`src/rtl/psram_bus_scheduler_if.sv`:
```
`timescale 1ns/1ps
`default_nettype none
// ============================================================================
// Module      : psram_bus_scheduler_if
// Description : Request, command-engine and bus-ownership signals of the
//               PSRAM bus scheduler.
// Revision    : 1.0 - initial release
// ============================================================================
interface psram_bus_scheduler_if;
    logic        init_done;
    logic [9:0]  fifo_wrusedw;
    logic        fifo_wrfull;
    logic        mcu_req;
    logic        mcu_gnt;
    logic        wr_req;
    logic [21:0] wr_addr;
    logic        wr_ack;
    logic        cmd_valid;
    logic [1:0]  cmd_op;
    logic [21:0] cmd_addr;
    logic        cmd_ready;
    logic        cmd_done;
    logic        psram_ctrl;
    logic        frame_start;

    // Scheduler side
    modport slave (
        input  init_done, fifo_wrusedw, fifo_wrfull, mcu_req, wr_req, wr_addr,
               cmd_ready, cmd_done,
        output mcu_gnt, wr_ack, cmd_valid, cmd_op, cmd_addr, psram_ctrl, frame_start
    );

    // Requesters and command engine side
    modport master (
        output init_done, fifo_wrusedw, fifo_wrfull, mcu_req, wr_req, wr_addr,
               cmd_ready, cmd_done,
        input  mcu_gnt, wr_ack, cmd_valid, cmd_op, cmd_addr, psram_ctrl, frame_start
    );
endinterface
`default_nettype wire

```
`src/rtl/psram_bus_scheduler.sv`:
```
`timescale 1ns/1ps
`default_nettype none
// ============================================================================
// Module      : psram_bus_scheduler
// Description : Arbitrates the shared QSPI PSRAM between display refill, host
//               write bursts and the MCU pass-through window.
// Revision    : 1.0 - initial release
// ============================================================================
module psram_bus_scheduler #(
    parameter logic [21:0] FB_BASE      = 22'h000000,
    parameter logic [21:0] FB_WORDS     = 22'd384000,
    parameter logic [7:0]  BURST_WORDS  = 8'd16,
    parameter logic [10:0] FIFO_DEPTH   = 11'd512,
    parameter logic [15:0] MCU_MAX_WAIT = 16'd1024
) (
    input  wire logic             clk,
    input  wire logic             reset_n,
    psram_bus_scheduler_if.slave  bus
);

    typedef enum logic [2:0] {
        ST_WAIT_INIT = 3'd0,
        ST_SELECT    = 3'd1,
        ST_ISSUE     = 3'd2,
        ST_BUSY      = 3'd3,
        ST_MCU_WIN   = 3'd4
    } state_t;

    localparam logic [1:0] c_op_read  = 2'd0;
    localparam logic [1:0] c_op_write = 2'd1;
    localparam logic [1:0] c_op_exit  = 2'd2;
    localparam logic [1:0] c_op_enter = 2'd3;

    state_t      state_q,       state_d;
    logic [1:0]  cmd_op_q,      cmd_op_d;
    logic [21:0] cmd_addr_q,    cmd_addr_d;
    logic        cmd_valid_q,   cmd_valid_d;
    logic        mcu_gnt_q,     mcu_gnt_d;
    logic        wr_ack_q,      wr_ack_d;
    logic        psram_ctrl_q,  psram_ctrl_d;
    logic        frame_start_q, frame_start_d;
    logic [21:0] disp_addr_q,   disp_addr_d;
    logic [15:0] starve_cnt_q,  starve_cnt_d;

    logic [10:0] w_fifo_room;
    logic        w_refill_ok;
    logic        w_mcu_urgent;
    logic [22:0] w_next_disp;
    logic [22:0] w_fb_end;

    // Room can wrap if the fill level exceeds the depth; that reads as "room".
    assign w_fifo_room  = FIFO_DEPTH - {1'b0, bus.fifo_wrusedw};
    assign w_refill_ok  = (w_fifo_room >= {3'b000, BURST_WORDS}) && !bus.fifo_wrfull;
    assign w_mcu_urgent = bus.mcu_req && (starve_cnt_q >= MCU_MAX_WAIT);
    assign w_next_disp  = {1'b0, disp_addr_q} + {15'd0, BURST_WORDS};
    assign w_fb_end     = {1'b0, FB_BASE} + {1'b0, FB_WORDS};

    always_comb begin
        state_d       = state_q;
        cmd_op_d      = cmd_op_q;
        cmd_addr_d    = cmd_addr_q;
        cmd_valid_d   = cmd_valid_q;
        mcu_gnt_d     = mcu_gnt_q;
        wr_ack_d      = 1'b0;
        psram_ctrl_d  = psram_ctrl_q;
        frame_start_d = 1'b0;
        disp_addr_d   = disp_addr_q;

        case (state_q)
            ST_WAIT_INIT: begin
                if (bus.init_done) begin
                    state_d = ST_SELECT;
                end
            end
            ST_SELECT: begin
                if (w_mcu_urgent) begin
                    state_d     = ST_ISSUE;
                    cmd_valid_d = 1'b1;
                    cmd_op_d    = c_op_exit;
                    cmd_addr_d  = 22'd0;
                end else if (w_refill_ok) begin
                    state_d     = ST_ISSUE;
                    cmd_valid_d = 1'b1;
                    cmd_op_d    = c_op_read;
                    cmd_addr_d  = disp_addr_q;
                end else if (bus.wr_req) begin
                    state_d     = ST_ISSUE;
                    cmd_valid_d = 1'b1;
                    cmd_op_d    = c_op_write;
                    cmd_addr_d  = bus.wr_addr;
                end else if (bus.mcu_req) begin
                    state_d     = ST_ISSUE;
                    cmd_valid_d = 1'b1;
                    cmd_op_d    = c_op_exit;
                    cmd_addr_d  = 22'd0;
                end
            end
            ST_ISSUE: begin
                if (bus.cmd_ready) begin
                    state_d       = ST_BUSY;
                    cmd_valid_d   = 1'b0;
                    frame_start_d = (cmd_op_q == c_op_read) && (disp_addr_q == FB_BASE);
                end
            end
            ST_BUSY: begin
                if (bus.cmd_done) begin
                    state_d = ST_SELECT;
                    case (cmd_op_q)
                        c_op_read: begin
                            disp_addr_d = (w_next_disp >= w_fb_end) ? FB_BASE : w_next_disp[21:0];
                        end
                        c_op_write: begin
                            wr_ack_d = 1'b1;
                        end
                        c_op_exit: begin
                            state_d      = ST_MCU_WIN;
                            psram_ctrl_d = 1'b0;
                            mcu_gnt_d    = bus.mcu_req;
                        end
                        default: begin
                            state_d = ST_SELECT;
                        end
                    endcase
                end
            end
            ST_MCU_WIN: begin
                // An ungranted window (request gone during exit) closes at once.
                if (!bus.mcu_req || !mcu_gnt_q) begin
                    state_d      = ST_ISSUE;
                    mcu_gnt_d    = 1'b0;
                    psram_ctrl_d = 1'b1;
                    cmd_valid_d  = 1'b1;
                    cmd_op_d     = c_op_enter;
                    cmd_addr_d   = 22'd0;
                end
            end
            default: begin
                state_d = ST_WAIT_INIT;
            end
        endcase

        if (!bus.mcu_req || (mcu_gnt_d && !mcu_gnt_q)) begin
            starve_cnt_d = 16'd0;
        end else if (!mcu_gnt_q && (starve_cnt_q != 16'hFFFF)) begin
            starve_cnt_d = starve_cnt_q + 16'd1;
        end else begin
            starve_cnt_d = starve_cnt_q;
        end
    end

    always_ff @(posedge clk or negedge reset_n) begin
        if (!reset_n) begin
            state_q       <= ST_WAIT_INIT;
            cmd_op_q      <= c_op_read;
            cmd_addr_q    <= 22'd0;
            cmd_valid_q   <= 1'b0;
            mcu_gnt_q     <= 1'b0;
            wr_ack_q      <= 1'b0;
            psram_ctrl_q  <= 1'b1;
            frame_start_q <= 1'b0;
            disp_addr_q   <= FB_BASE;
            starve_cnt_q  <= 16'd0;
        end else begin
            state_q       <= state_d;
            cmd_op_q      <= cmd_op_d;
            cmd_addr_q    <= cmd_addr_d;
            cmd_valid_q   <= cmd_valid_d;
            mcu_gnt_q     <= mcu_gnt_d;
            wr_ack_q      <= wr_ack_d;
            psram_ctrl_q  <= psram_ctrl_d;
            frame_start_q <= frame_start_d;
            disp_addr_q   <= disp_addr_d;
            starve_cnt_q  <= starve_cnt_d;
        end
    end

    assign bus.cmd_valid   = cmd_valid_q;
    assign bus.cmd_op      = cmd_op_q;
    assign bus.cmd_addr    = cmd_addr_q;
    assign bus.mcu_gnt     = mcu_gnt_q;
    assign bus.wr_ack      = wr_ack_q;
    assign bus.psram_ctrl  = psram_ctrl_q;
    assign bus.frame_start = frame_start_q;

endmodule
`default_nettype wire

```
`src/flat_wrapper.sv`:
```
// flat-port wrapper written by rule: the top's interface ports become plain ports
module psram_bus_scheduler_flat 
#(
    parameter logic [21:0] FB_BASE      = 22'h000000,
    parameter logic [21:0] FB_WORDS     = 22'd384000,
    parameter logic [7:0]  BURST_WORDS  = 8'd16,
    parameter logic [10:0] FIFO_DEPTH   = 11'd512,
    parameter logic [15:0] MCU_MAX_WAIT = 16'd1024
)
  (clk, reset_n, bus_init_done, bus_fifo_wrusedw, bus_fifo_wrfull, bus_mcu_req, bus_wr_req, bus_wr_addr, bus_cmd_ready, bus_cmd_done, bus_mcu_gnt, bus_wr_ack, bus_cmd_valid, bus_cmd_op, bus_cmd_addr, bus_psram_ctrl, bus_frame_start);
  psram_bus_scheduler_if bus_i ();
  input  wire logic clk;
  input  wire logic reset_n;
  input wire logic [$bits(bus_i.init_done)-1:0] bus_init_done;
  input wire logic [$bits(bus_i.fifo_wrusedw)-1:0] bus_fifo_wrusedw;
  input wire logic [$bits(bus_i.fifo_wrfull)-1:0] bus_fifo_wrfull;
  input wire logic [$bits(bus_i.mcu_req)-1:0] bus_mcu_req;
  input wire logic [$bits(bus_i.wr_req)-1:0] bus_wr_req;
  input wire logic [$bits(bus_i.wr_addr)-1:0] bus_wr_addr;
  input wire logic [$bits(bus_i.cmd_ready)-1:0] bus_cmd_ready;
  input wire logic [$bits(bus_i.cmd_done)-1:0] bus_cmd_done;
  output wire logic [$bits(bus_i.mcu_gnt)-1:0] bus_mcu_gnt;
  output wire logic [$bits(bus_i.wr_ack)-1:0] bus_wr_ack;
  output wire logic [$bits(bus_i.cmd_valid)-1:0] bus_cmd_valid;
  output wire logic [$bits(bus_i.cmd_op)-1:0] bus_cmd_op;
  output wire logic [$bits(bus_i.cmd_addr)-1:0] bus_cmd_addr;
  output wire logic [$bits(bus_i.psram_ctrl)-1:0] bus_psram_ctrl;
  output wire logic [$bits(bus_i.frame_start)-1:0] bus_frame_start;
  assign bus_i.init_done = bus_init_done;
  assign bus_i.fifo_wrusedw = bus_fifo_wrusedw;
  assign bus_i.fifo_wrfull = bus_fifo_wrfull;
  assign bus_i.mcu_req = bus_mcu_req;
  assign bus_i.wr_req = bus_wr_req;
  assign bus_i.wr_addr = bus_wr_addr;
  assign bus_i.cmd_ready = bus_cmd_ready;
  assign bus_i.cmd_done = bus_cmd_done;
  assign bus_mcu_gnt = bus_i.mcu_gnt;
  assign bus_wr_ack = bus_i.wr_ack;
  assign bus_cmd_valid = bus_i.cmd_valid;
  assign bus_cmd_op = bus_i.cmd_op;
  assign bus_cmd_addr = bus_i.cmd_addr;
  assign bus_psram_ctrl = bus_i.psram_ctrl;
  assign bus_frame_start = bus_i.frame_start;
  psram_bus_scheduler #(.FB_BASE(FB_BASE), .FB_WORDS(FB_WORDS), .BURST_WORDS(BURST_WORDS), .FIFO_DEPTH(FIFO_DEPTH), .MCU_MAX_WAIT(MCU_MAX_WAIT)) u_core (.clk(clk), .reset_n(reset_n), .bus(bus_i));
endmodule
```
`config.mk`:
```
export PLATFORM = sky130hd
export DESIGN_NAME = psram_bus_scheduler_flat
export DESIGN_NICKNAME = d
export VERILOG_FILES = /design/src/rtl/psram_bus_scheduler_if.sv /design/src/rtl/psram_bus_scheduler.sv /design/src/flat_wrapper.sv
export SDC_FILE = /design/constraint.sdc
export NUM_CORES = 1
export LEC_CHECK = 0
export ABC_AREA = 0
export BUFFER_PORTS_ARGS = -buffer_cell sky130_fd_sc_hd__buf_4
export CORE_ASPECT_RATIO = 0.9
export CORE_UTILIZATION = 51
export DETAILED_ROUTE_END_ITERATION = 8
export PLACE_DENSITY_LB_ADDON = 0.12
export RECOVER_POWER = 25
export SYNTH_ARGS = -nofsm -noshare
export SYNTH_HDL_FRONTEND = slang
export SYNTH_SLANG_ARGS = --single-unit
```
`constraint.sdc`:
```
create_clock -name clk -period 2.16 [get_ports clk]
set_clock_uncertainty 0.05 [all_clocks]
set_input_delay 0.432 -clock clk [delete_from_list [all_inputs] [get_ports clk]]
set_output_delay 0.432 -clock clk [all_outputs]
set_load 0.02 [all_outputs]
```
==> results.toml, run 1 <==
[outcome]
status = "finished with violations"
violations = "capacitance limit, slew limit"

[drt]
viasPerCell = 5.95
drt_iter0_drc = 303
drtPass1Iterations = 5
ant_nets = 0
drc = 0
routed-via-count = 3914
wl_um = 11100
wl_per_cell_um = 16.9

[sta]
min_period_over_period = 0.998
fmax_mhz = 464
period_needed_ns = 2.16
hold_viol = 0
slew_headroom = -0.0832
final_max_slew_viol_count = 67
rsz0062_at_grt = "true"
finalSetupViolations = 0
setup_slack_ns = 0.00470
tightest_slew_ns = 1.62
tns_ns = 0

[floorplan]
ios = 69
die_y_um = 83.7
initial_core_util = 0.532
fp-row-count = 29
fp.dieArea_um2 = 7770
fp.coreArea_um2 = 7110
die_w_um = 92.8

[yosys]
synth_ff_type = "dfrtp_1"
synth_nets = 480
yosysSeqAreaShare = 0.437
syn_inst = 436
syn_area_per_cell_um2 = 8.68
synth_warnings = 0
synth.cell_area_um2 = 3780
synth_edf_count = 0
postSynth.asyncResetShare = 1.00
synth.distinct_cells = 57
ys_seq_elements = 66

[worst_setup_path]
crit_fanout = 6
crit_arrival_ns = 2.34
critPathBufInv = 1
critPathLaunchType = "register"
path_delay_family = "compound AO/OA/AOI/OAI gates"
cp-end-kind = "register"
cp_cell_sequence = "nand4_1 -> nor4_4 -> a211oi_2 -> o31a_2 -> buf_6 -> a31oi_4 -> o21ai_1"
slowest_stage = "dfrtp_1"
cp.required_ns = 2.35
path_class = "register to register"
cpPeakStageDelay_ns = 0.44

[cts]
hold_buffers = 0
clkTransAtPathRegs_ns = 0.08
clk_path_buf_depth = 2
cts-root-buf = "clkbuf_8"
cts_sinks = 66
cts_tree = "done"
cts_made_buffers = 9
worstSkewPairLatency_ns = 0.35
htreeDepth = 3

[cells_and_area]
layout_common_cells = "134 x buf_4, 64 x dfrtp_1, 46 x nand2_1, 30 x nor2_1, 26 x a21oi_1"
stdcell_count = 658
areaGrowthSynthToFinish_pct = 40.7
final_layout_size_suffix_gt1_frac = 0.354
fillers = 548
n_antenna_cell = 0
layout.nets = 604
layout_commonest_cell = "buf_4"

[placement]
place_hpwl_um = 7590
pre_cts_slack_ns = -0.154
portBuffers = 68
place_congestion = 0.892
placed_cells = 637

[flow_run]
max-cap-violations = 1

[global_route]
grt.busiest_layer = "met2"
grt_max_degree = 67
grt_overflow = 0
grtUsageMet1 = 0.425
grt_util_met2 = 0.429
grt_pass1_wl_um = 17600
gr-usage-met3 = 0.0701
grtUsageTotal = 0.288
grt_pass1_vias = 3549
antenna_found_initial = 0

[pwr]
max-vdd-ir-drop_mv = 0.684
p_total_mw = 5.75
leakagePower_nw = 2.47
powerDensity_nw_per_um2 = 1080

[worst_hold_path]
min_path_type = "input pin to register"
==> worst reg2reg max path: cells and delay by family (launching register included) <==
kind | cells | cell delay [ns]
AO/OA/AOI/OAI | 4 | 0.81
buffers and inverters | 1 | 0.18
flip-flops | 1 | 0.44
AND/OR/NAND/NOR | 2 | 0.57
==> stage by stage <==
step           instance area, um2  hold slack [ns]   util
5_1_grt                      5330            0.271  0.749
3_5_place_dp                 4860            0.410  0.684
2_1_floorplan                3790           0.0864      -
6_report                     5330            0.283  0.749
4_1_cts                      5090           0.0382  0.716
3_3_place_gp                 4860            0.411  0.684
==> power by group <==
group          leakage (nW)  switching [mW]  internal, mW
Clock                 0.107           0.491         0.649
Combinational          1.52            1.55          1.21
Sequential            0.842           0.271          1.58
==> flip-flops by register name (all words and copies together), names as in the netlist <==
register and flops:
u_core.state_q 3, u_core.bus.cmd_op 2, u_core.bus.psram_ctrl 1, u_core.bus.wr_ack 1, u_core.starve_cnt_q 16, u_core.bus.cmd_valid 1, u_core.bus.cmd_addr 22, u_core.bus.frame_start 1
u_core.disp_addr_q 18, u_core.bus.mcu_gnt 1
==> layout make-up <==
class / instances / area, um2 / area share
clock buffer: 11 / 131 / 0.0247
clock inverter: 5 / 78.8 / 0.0148
inverter: 12 / 45.0 / 0.00846
multi-input combinational: 324 / 2140 / 0.402
sequential: 66 / 1650 / 0.311
tap: 93 / 116 / 0.0218
timing repair buffer: 147 / 1160 / 0.218
==> what timing repair did <==
item / CTS / global route
buffers inserted: 0 / 4
pin swaps: 1 / 21
setup endpoints to repair: 15 / 36
resized for setup: 4 / 52
hold endpoints to repair: 0 / 0
gates cloned: 0 / 1
==> logic make-up after synthesis <==
logic type / Yosys count / share of synthesized area
AND/OR/NAND/NOR: 209 / 0.298
buffers and inverters: 46 / 0.0516
flip-flops: 66 / 0.437
adder cells (fa/ha/maj): 4 / 0.0132
AO/OA/AOI/OAI: 92 / 0.155
multiplexers: 3 / 0.00826
XOR/XNOR: 16 / 0.0370
==> worst paths after layout <==
check | slack, ns | cells after the start | to | start
min in group asynchronous | 0.55 | 2 | u_core.bus.mcu_gnt | reset_n
worst min-delay path | 0.28 | 2 | u_core.bus.cmd_addr[0] | bus_wr_addr[0]
worst max register to register | 0.005 | 7 | u_core.disp_addr_q[15] | u_core.disp_addr_q[10]
max in group asynchronous | 0.42 | 2 | u_core.disp_addr_q[9] | reset_n
worst min register to register | 0.43 | 2 | u_core.bus.cmd_addr[14] | u_core.bus.cmd_addr[14]
worst max-delay path | 0.005 | 7 | u_core.disp_addr_q[15] | u_core.disp_addr_q[10]
==> per-layer routing <==
metal  share of wire  vias up
met1            0.46     1895
li1                -     1822
met2            0.45      186
met5               0        -
met4          0.0080        0
met3           0.076       11
==> synthesized netlist by cell type (2+ instances only) <==
| library cell | count | area, um2 |
|---|---|---|
| a211oi_1 | 4 | 30.0 |
| a21oi_1 | 27 | 135 |
| a31oi_1 | 8 | 50.1 |
| a32o_1 | 4 | 40.0 |
| and2_1 | 7 | 43.8 |
| and3_1 | 25 | 156 |
| and4_1 | 4 | 35.0 |
| buf_2 | 7 | 35.0 |
| clkbuf_1 | 23 | 86.3 |
| clkbuf_2 | 2 | 10.0 |
| dfrtp_1 | 65 | 1630 |
| ha_1 | 4 | 50.1 |
| inv_1 | 12 | 45.0 |
| mux2i_1 | 2 | 20.0 |
| nand2_1 | 49 | 184 |
| nand3_1 | 27 | 135 |
| nand3b_1 | 3 | 22.5 |
| nand4_1 | 20 | 125 |
| nor2_1 | 31 | 116 |
| nor2b_1 | 10 | 62.6 |
| nor3_1 | 6 | 30.0 |
| nor3b_1 | 2 | 15.0 |
| nor4_1 | 9 | 56.3 |
| nor4_2 | 2 | 25.0 |
| nor4b_1 | 2 | 17.5 |
| o211ai_1 | 4 | 30.0 |
| o21ai_0 | 16 | 80.1 |
| o21ai_1 | 11 | 55.1 |
| o22ai_1 | 2 | 12.5 |
| o31ai_1 | 3 | 22.5 |
| o32ai_1 | 2 | 17.5 |
| or3_1 | 4 | 25.0 |
| xnor2_1 | 4 | 35.0 |
| xor2_1 | 12 | 105 |
Power figures use the tool's default switching activity.
==> run 2: changes to the inputs <==
--- a/config.mk
+++ b/config.mk
@@ -10,7 +10,7 @@
 export CORE_ASPECT_RATIO = 0.9
 export CORE_UTILIZATION = 51
 export DETAILED_ROUTE_END_ITERATION = 8
-export PLACE_DENSITY_LB_ADDON = 0.12
+export PLACE_DENSITY = 0.77
 export RECOVER_POWER = 25
 export SYNTH_ARGS = -nofsm -noshare
 export SYNTH_HDL_FRONTEND = slang
==> results.toml, run 2 (synthesis results as in run 1) <==
[flow_run]
max-cap-violations = 0

[placement]
place_hpwl_um = 7640
placed_cells = 619
placed_cell_area_um2 = 4720
place_congestion = 0.935
portBuffers = 68

[cells_and_area]
layout_commonest_cell = "buf_4"
layout_common_cells = "127 x buf_4, 63 x dfrtp_1, 46 x nand2_1, 30 x nor2_1, 27 x a21oi_1"
fin_area_um2 = 5220
n_antenna_cell = 0
areaGrowthSynthToFinish_pct = 38.0
fillers = 530
largest_reg_flops = 22
final_layout_size_suffix_gt1_frac = 0.339
fin_util = 0.735
layout.nets = 591
stdcell_count = 645

[worst_hold_path]
min_path_type = "input pin to asynchronous set/reset pin"

[drt]
wl_per_cell_um = 17.0
wl_um = 11000
viasPerCell = 6.02
drtPass1Iterations = 5
ant_nets = 0
routed-via-count = 3886
drt_iter0_drc = 271
drc = 0

[pwr]
powerDensity_nw_per_um2 = 1120
max-vdd-ir-drop_mv = 0.566
leakagePower_nw = 2.45

[worst_setup_path]
critPathLaunchType = "register"
path_class = "register to register"
crit_fanout = 9
rrSetupSlack_ns = -0.07
crit_arrival_ns = 2.43
cp.required_ns = 2.37
cp-end-kind = "register"
r2r_end = "u_core.disp_addr_q[15]"
r2r_cells = 9
r2r-start = "u_core.disp_addr_q[7]"

[cts]
cts_tree = "done"
cts_made_buffers = 9
htreeDepth = 3
cts-root-buf = "clkbuf_8"
clkTransAtPathRegs_ns = 0.08
cts_sinks = 66
worstSkewPairLatency_ns = 0.35
clk_path_buf_depth = 2

[global_route]
antenna_found_initial = 0
grtUsageTotal = 0.288
grt_pass1_wl_um = 17500
grt_overflow = 0
grt_max_degree = 40
grt_util_met2 = 0.436
grt.busiest_layer = "met2"
grtUsageMet1 = 0.417
grt_pass1_vias = 3568
gr-usage-met3 = 0.0647

[sta]
rsz0062_at_grt = "true"
fmax_mhz = 449
finalSetupViolations = 4
slew_headroom = 0.316
min_period_over_period = 1.03
setup_slack_ns = -0.0654
hold_viol = 0
tightest_slew_ns = 1.03
period_needed_ns = 2.23
final_max_slew_viol_count = 0

[floorplan]
fp.dieArea_um2 = 7770
die_y_um = 83.7
fp-row-count = 29
ios = 69
fp.coreArea_um2 = 7110
die_w_um = 92.8
initial_core_util = 0.532

[outcome]
status = "finished with violations"
violations = "setup timing"
## run 2: critical path: stages (launching register included)
cell and delay, ns:
dfrtp_1 0.43, nand4_1 0.21, buf_4 0.21, nor4_1 0.37, o22ai_1 0.17, nand4_2 0.15, buf_4 0.21, buf_4 0.13
nand3_1 0.06, o21ai_1 0.14
## run 2: per-stage QoR
| stage | TNS [ns] | setup WS [ns] | hold slack (ns) | power (mW) |
|---|---|---|---|---|
| CTS | -0.00818 | -0.00656 | 0.0161 | 5.65 |
| floorplan | 0 | 0.0111 | 0.0864 | 3.17 |
| detailed placement | -1.06 | -0.0769 | 0.397 | 4.21 |
| global placement | -0.0108 | -0.0103 | 0.385 | 4.13 |
| finish | -0.155 | -0.0654 | 0.193 | 5.87 |
| global route | -1.18 | -0.184 | 0.273 | 6.20 |
## run 2: layer usage
layer	vias to the layer above	routed length, um
met4	0	206
met2	188	5060
met1	1857	4790
met3	34	900
li1	1807	-
met5	-	0
## run 2: how the worst max path moves through the flow
stage,slack (ns),cells past startpoint,to,startpoint
finish,-0.07,9,u_core.disp_addr_q[15],u_core.disp_addr_q[7]
global route,-0.18,10,u_core.disp_addr_q[10],u_core.disp_addr_q[5]
CTS,-0.007,8,u_core.disp_addr_q[13],u_core.disp_addr_q[4]
detailed placement,-0.08,8,u_core.bus.cmd_addr[17],bus_fifo_wrusedw[1]
global placement,-0.01,8,u_core.disp_addr_q[6],u_core.disp_addr_q[4]
floorplan,0.01,8,u_core.bus.cmd_addr[18],bus_fifo_wrusedw[1]
## run 2: final cells by class
cell class              instances  area (um2)  area share
repair buffers                134        1040       0.200
clock buffers                   9         124      0.0237
well taps                      93         116      0.0223
inverters                      12        47.5     0.00910
clock inverters                 7         141      0.0271
multi-input cells             324        2100       0.401
flip-flops and latches         66        1660       0.317
## run 2: repair_timing
| action | in CTS | in global routing |
|---|---|---|
| pin swaps | 5 | 16 |
| hold buffers | 0 | 0 |
| gates resized for setup | 9 | 38 |
| endpoints found under the setup margin | 8 | 36 |
| setup buffers | 4 | 6 |
## run 2: report_power, final
| group | internal [mW] | switching [mW] |
|---|---|---|
| clock | 0.883 | 0.501 |
| combinational | 1.15 | 1.46 |
| sequential | 1.57 | 0.302 |
| total | 3.61 | 2.26 |
